### config.mk
export PLATFORM = sky130hd
export DESIGN_NAME = frame_buffer_arbiter
export DESIGN_NICKNAME = d
export VERILOG_FILES = /design/src/rtl/frame_buffer_arbiter.sv
export SDC_FILE = /design/constraint.sdc
export NUM_CORES = 1
export LEC_CHECK = 0
export CAP_MARGIN = 10
export CORE_ASPECT_RATIO = 0.7
export CORE_MARGIN = 1.5
export CORE_UTILIZATION = 56
export DETAILED_ROUTE_END_ITERATION = 12
export GPL_TIMING_DRIVEN = 0
export PLACE_DENSITY = 0.79
export SLEW_MARGIN = 0
export SYNTH_ARGS = -nofsm -noshare
export SYNTH_HDL_FRONTEND = slang
export SYNTH_SLANG_ARGS = --single-unit
### constraint.sdc
create_clock -name i_clk -period 4.7 [get_ports i_clk]
set_input_delay 0.47 -clock i_clk [delete_from_list [all_inputs] [get_ports i_clk]]
set_output_delay 0.47 -clock i_clk [all_outputs]
set_load 0.05 [all_outputs]
### src/rtl/frame_buffer_arbiter.sv
// ---------------------------------------------------------------------------
// frame_buffer_arbiter
//
// Purpose:
//   Shares one single-port frame SRAM between a camera capture writer and a
//   display reader. Display reads always take the memory slot. Capture
//   writes are queued in a small FIFO and drain in cycles with no read.
//   Per-frame overflow and drop statistics are kept for the capture side.
//
// Handshake semantics:
//   There is no ready/backpressure anywhere. i_wr_req and i_rd_req are
//   single-cycle request pulses that are always taken in the cycle they are
//   high. A read is never refused. A write is queued, dropped when the FIFO
//   is full, or discarded when its address is out of range. o_rd_valid is a
//   single-cycle pulse qualifying o_rd_data.
//
// Ports:
//   i_clk, i_reset_n          clock, async active-low reset
//   i_frame_start             capture frame start pulse (clears statistics)
//   i_wr_req/address/data     capture write request
//   i_rd_req/address          display read request
//   o_rd_data, o_rd_valid     read return, 3 cycles after i_rd_req
//   o_mem_*                   registered SRAM control/address/data
//   i_mem_rdata               SRAM read data, 1 cycle after o_mem_re
//   o_fifo_level              write FIFO occupancy, 0..FIFO_DEPTH
//   o_wr_overflow             sticky per-frame drop flag
//   o_drop_count              per-frame drop count, saturating
// ---------------------------------------------------------------------------
module frame_buffer_arbiter #(
  parameter int ADDR_W      = 19,
  parameter int DATA_W      = 16,
  parameter int FIFO_DEPTH  = 8,
  parameter int MAX_ADDRESS = 307199
) (
  input  logic                          i_clk,
  input  logic                          i_reset_n,
  input  logic                          i_frame_start,
  input  logic                          i_wr_req,
  input  logic [ADDR_W-1:0]             i_wr_address,
  input  logic [DATA_W-1:0]             i_wr_data,
  input  logic                          i_rd_req,
  input  logic [ADDR_W-1:0]             i_rd_address,
  output logic [DATA_W-1:0]             o_rd_data,
  output logic                          o_rd_valid,
  output logic [ADDR_W-1:0]             o_mem_address,
  output logic [DATA_W-1:0]             o_mem_wdata,
  output logic                          o_mem_we,
  output logic                          o_mem_re,
  input  logic [DATA_W-1:0]             i_mem_rdata,
  output logic [$clog2(FIFO_DEPTH):0]   o_fifo_level,
  output logic                          o_wr_overflow,
  output logic [15:0]                   o_drop_count
);

  localparam int PTR_W = $clog2(FIFO_DEPTH);
  localparam int LVL_W = PTR_W + 1;
  localparam logic [LVL_W-1:0]  FULL_LEVEL = LVL_W'(FIFO_DEPTH);
  localparam logic [ADDR_W-1:0] MAX_ADDR   = ADDR_W'(MAX_ADDRESS);

  // Slot state encoding is chosen so each memory strobe is a single state
  // bit: bit0 = read slot, bit1 = write slot. The strobes therefore come
  // straight from flops and can never be high together.
  typedef enum logic [1:0] {
    S_IDLE = 2'b00,
    S_RD   = 2'b01,
    S_WR   = 2'b10
  } slot_t;

  slot_t slot_state;

  // Write FIFO storage and pointers
  logic [ADDR_W-1:0] fifo_addr [FIFO_DEPTH];
  logic [DATA_W-1:0] fifo_data [FIFO_DEPTH];
  logic [PTR_W-1:0]  wr_ptr;
  logic [PTR_W-1:0]  rd_ptr;
  logic [LVL_W-1:0]  level;

  logic fifo_empty;
  logic fifo_full;
  logic pop;
  logic push_try;
  logic push;
  logic drop;

  // Read return pipeline: o_mem_re -> rd_pending -> o_rd_valid
  logic rd_pending;

  always_comb begin
    fifo_empty = (level == '0);
    fifo_full  = (level == FULL_LEVEL);
    // A write may only take the slot when no read wants it.
    pop        = !i_rd_req && !fifo_empty;
    // Out-of-range pixels vanish without touching the statistics.
    push_try   = i_wr_req && (i_wr_address <= MAX_ADDR);
    // A simultaneous pop frees the slot the new pixel needs.
    drop       = push_try && fifo_full && !pop;
    push       = push_try && !drop;
  end

  // FIFO storage carries no reset; only the pointers define its contents.
  always_ff @(posedge i_clk) begin
    if (push) begin
      fifo_addr[wr_ptr] <= i_wr_address;
      fifo_data[wr_ptr] <= i_wr_data;
    end
  end

  // FIFO pointers and occupancy. Pointers wrap naturally since the depth
  // is a power of two.
  always_ff @(posedge i_clk or negedge i_reset_n) begin
    if (!i_reset_n) begin
      wr_ptr <= '0;
      rd_ptr <= '0;
      level  <= '0;
    end else begin
      if (push) wr_ptr <= wr_ptr + PTR_W'(1);
      if (pop)  rd_ptr <= rd_ptr + PTR_W'(1);
      case ({push, pop})
        2'b10:   level <= level + LVL_W'(1);
        2'b01:   level <= level - LVL_W'(1);
        default: level <= level;
      endcase
    end
  end

  // Slot FSM: decides every cycle who owns the memory in the next cycle.
  // Address/data hold their previous values in idle slots.
  always_ff @(posedge i_clk or negedge i_reset_n) begin
    if (!i_reset_n) begin
      slot_state    <= S_IDLE;
      o_mem_address <= '0;
      o_mem_wdata   <= '0;
    end else begin
      if (i_rd_req) begin
        slot_state    <= S_RD;
        o_mem_address <= i_rd_address;
      end else if (pop) begin
        slot_state    <= S_WR;
        o_mem_address <= fifo_addr[rd_ptr];
        o_mem_wdata   <= fifo_data[rd_ptr];
      end else begin
        slot_state    <= S_IDLE;
      end
    end
  end

  assign o_mem_re = slot_state[0];
  assign o_mem_we = slot_state[1];

  // Read return: SRAM data is valid the cycle after o_mem_re and is
  // registered once more, giving a fixed 3-cycle request-to-data latency.
  // Reset clears rd_pending so a read in flight never returns.
  always_ff @(posedge i_clk or negedge i_reset_n) begin
    if (!i_reset_n) begin
      rd_pending <= 1'b0;
      o_rd_valid <= 1'b0;
      o_rd_data  <= '0;
    end else begin
      rd_pending <= o_mem_re;
      o_rd_valid <= rd_pending;
      if (rd_pending) o_rd_data <= i_mem_rdata;
    end
  end

  // Per-frame drop statistics. A drop in the frame-start cycle belongs to
  // the new frame, so it is applied on top of the clear.
  always_ff @(posedge i_clk or negedge i_reset_n) begin
    if (!i_reset_n) begin
      o_wr_overflow <= 1'b0;
      o_drop_count  <= '0;
    end else if (i_frame_start) begin
      o_wr_overflow <= drop;
      o_drop_count  <= drop ? 16'd1 : 16'd0;
    end else if (drop) begin
      o_wr_overflow <= 1'b1;
      if (o_drop_count != 16'hFFFF) o_drop_count <= o_drop_count + 16'd1;
    end
  end

  assign o_fifo_level = level;

endmodule

==> metrics.md <==
| Metric | Value |
|---|---|
| Run status | `complete, no violations` |
| Sequential area share after synthesis | `0.7454` |
| RSZ-0062 raised after global routing | `no` |
| Primary FF master, synth | `edfxtp_1` |
| Synth Warn # | `0` |
| Vias in the first global route | `7921` |
| Number of DRC markers in iteration 0 | `673` |
| Worst setup EP type | `register` |
| Top cell type's share of synthesized area | `0.5992` |
| EDFF count, synth | `280` |
| WP data arrival | `3910 ps` |
| HPWL Detailed | `19520 um` |
| I/O Pins | `150` |
| Post-CTS Setup Inserts | `0` |
| Final Critical Period | `3682 ps` |
| DIE HEIGHT | `135.4 um` |
| Fin crit share | `0.7833` |
| Worst-Skew Late Latency | `520 ps` |
| Slowest CP cell | `nor3_2` |
| DR vias | `7771` |
| Hold Path Class | `register to register` |
| Leakage | `0.005960 uW` |
| Vias/cell | `6.071` |
| Pins over their slew limit | `0` |
| Inserted Clock Buffers | `34` |
| Finished Core Util | `0.7028` |
| GRT Total Usage | `0.2524` |
| H-tree depth | `2` |
| Core ar. | `0.02462 mm2` |
| Fin Clk Skew | `16.75 ps` |
| Drt pass-1 iters | `5` |
| Post-synthesis cell type count | `50` |
| Synth Register Bits | `362` |
| Die W | `192.2 um` |
| Cell Pwr Density | `563.8 mW/mm2` |
| Fmax | `271.6 MHz` |
| Routability congestion estimate from global placement | `0.7758` |
| Die ar. | `0.02603 mm2` |
| Family with the most delay on the worst path | `buffers and inverters` |
| Max-cap violations | `0` |
| Final ANT Viol Nets | `0` |
| Worst path most repeated cell | `buf_6` |
| Global-route wire length before repair | `47690 um` |
| Startpoint types | `input port` |
| Area of the mapped netlist | `0.01403 mm2` |
| Hold Vio Cnt, Final | `0` |
| Share of layout cells above drive strength 1 | `0.1950` |
| Maximum vdd drop | `0.4384 mV` |
| Sink Count | `362` |
| CP max FO | `10` |
| Longest Clk Path Bufs | `3` |
| Clk Tree Root Cell | `clkbuf_16` |
| Port buffer count | `149` |
| Drt wl/cell | `24.54 um` |
| Worst path bufs/invs | `5` |
| Crit-path max cell delay | `660 ps` |
| Initial Utilization | `0.5699` |
| Yosys top cell by area | `edfxtp_1` |
| Finished Cell Area | `0.01731 mm2` |
| Layout net count | `1009` |
| Drt drc | `0` |
| Most instantiated cells after synthesis | `edfxtp_1, dfrtp_1, mux4_2` |
| Cell count after synthesis | `727` |
| Worst-path clk slew | `60 ps` |
| DP Area | `0.01623 mm2` |
| Crit-path cells | `clkdlybuf4s50_1 > o21ai_0 > o211ai_1 > buf_2 > or3_1 > nor3_2 > buf_6 > buf_8 > buf_6` |
| Largest net degree at the start of global routing | `56` |
| Worst relative slew slack | `0.3055` |
| Worst slew pin tran | `1037 ps` |
| Total routed wirelength | `31410 um` |
| CTS tree | `built` |
| Synth top area cells | `edfxtp_1, dfrtp_1, mux4_2` |
| Cell with the most instances after synthesis | `edfxtp_1` |
| Sum Neg Setup Slack | `0 ps` |
| Required @ worst endpoint | `4930 ps` |
| Synth Net Count | `808` |
| Average size of a mapped cell | `19.30 um2` |
| Grt total ovfl | `0` |
| Count of final setup violators | `0` |
| Post-synth ARST share | `0.2265` |
| Cell row count | `48` |
| Pwr Total | `9756 uW` |
| Area Overhead vs Synth | `23.33%` |
| Initial antenna violation count | `1` |
| Critical path class | `input port to register` |
==> stage by stage <==
stage | cells | worst slack [ps] | hold slack (ps)
floorplan | 727 | 365.2 | 174.4
global placement | 1201 | -2975 | 357.3
detailed placement | 1216 | 550.5 | 372.9
CTS | 1279 | 1069 | 381.9
global route | 1279 | 828.2 | 400.9
finish | 1280 | 1018 | 386.5
==> cells by family after synthesis <==
kind of cell	share of synthesized area
flip-flops	0.7454
multiplexers	0.1563
AND/OR/NAND/NOR	0.03852
AO/OA/AOI/OAI	0.03281
buffers and inverters	0.01355
XOR/XNOR	0.007490
adder cells (fa/ha/maj)	0.005885
==> power by group <==
group | leakage (uW) | internal, uW | switching, uW
combinational | 0.00191 | 1260 | 1810
sequential | 0.00354 | 3850 | 194
clock | 0.000512 | 1490 | 1160
total | 0.00596 | 6600 | 3160
==> routing by layer <==
metal / wire length [um] / global-route usage / vias up
met3: 2425 / 0.04921 / 43
li1: - / - / 3315
met4: 493 / 0.06029 / 0
met5: 0 / 0 / -
met2: 14880 / 0.3963 / 361
met1: 13610 / 0.3720 / 4052
==> layout make-up <==
| type | count | area, um2 |
|---|---|---|
| diodes | 1 | 2.502 |
| plain buffers | 35 | 152.6 |
| clock buffers | 51 | 965.9 |
| clock inverters | 11 | 95.09 |
| fillers | 1537 | 7318 |
| inverters | 10 | 37.54 |
| multi-input cells | 320 | 3437 |
| flip-flops and latches | 362 | 10460 |
| well taps | 325 | 406.6 |
| repair buffers | 165 | 1748 |
==> worst paths after layout <==
path                                        end        startpoint  cells after the start  slack (ps)
min in group asynchronous       o_drop_count[5]         i_reset_n                      2         440
worst max-delay path            fifo_data[0][1]  i_wr_address[17]                      9        1020
worst min-delay path                 o_rd_valid        rd_pending                      0         390
max in group asynchronous        o_mem_wdata[5]         i_reset_n                      3        3630
worst min register to register       o_rd_valid        rd_pending                      0         390
worst max register to register  fifo_data[1][2]   o_fifo_level[0]                      9        1680
==> repair_timing <==
action / 4_1_cts / 5_1_grt
hold endpoints to repair: 27 / 0
resized for setup: 0 / 0
hold buffers: 1 / 0
==> registers in the layout, summed over array words and instances (netlist names), 3 cells and up <==
| register | cells |
|---|---|
| o_fifo_level | 4 |
| wr_ptr | 3 |
| rd_ptr | 3 |
| o_drop_count | 16 |
| o_rd_data | 16 |
| fifo_data | 128 |
| fifo_addr | 152 |
| o_mem_address | 19 |
| o_mem_wdata | 16 |
==> cell usage in the layout (no fill, tap or decap), types with 7 or more instances in the layout <==
cell / Yosys / final
mux2_2: 21 / 21
clkbuf_1: 16 / 29
clkbuf_16: 0 / 35
nor2_1: 19 / 13
a22oi_1: 19 / 19
buf_2: 13 / 13
mux4_2: 70 / 70
o21ai_0: 39 / 39
nand2_1: 31 / 31
xnor2_1: 12 / 12
a21oi_1: 7 / 7
mux2i_1: 38 / 38
inv_1: 10 / 10
dfrtp_1: 82 / 82
nand4_1: 7 / 7
clkdlybuf4s50_1: 0 / 148
edfxtp_1: 280 / 280
Note: power is estimated with default switching activity, not from simulation.
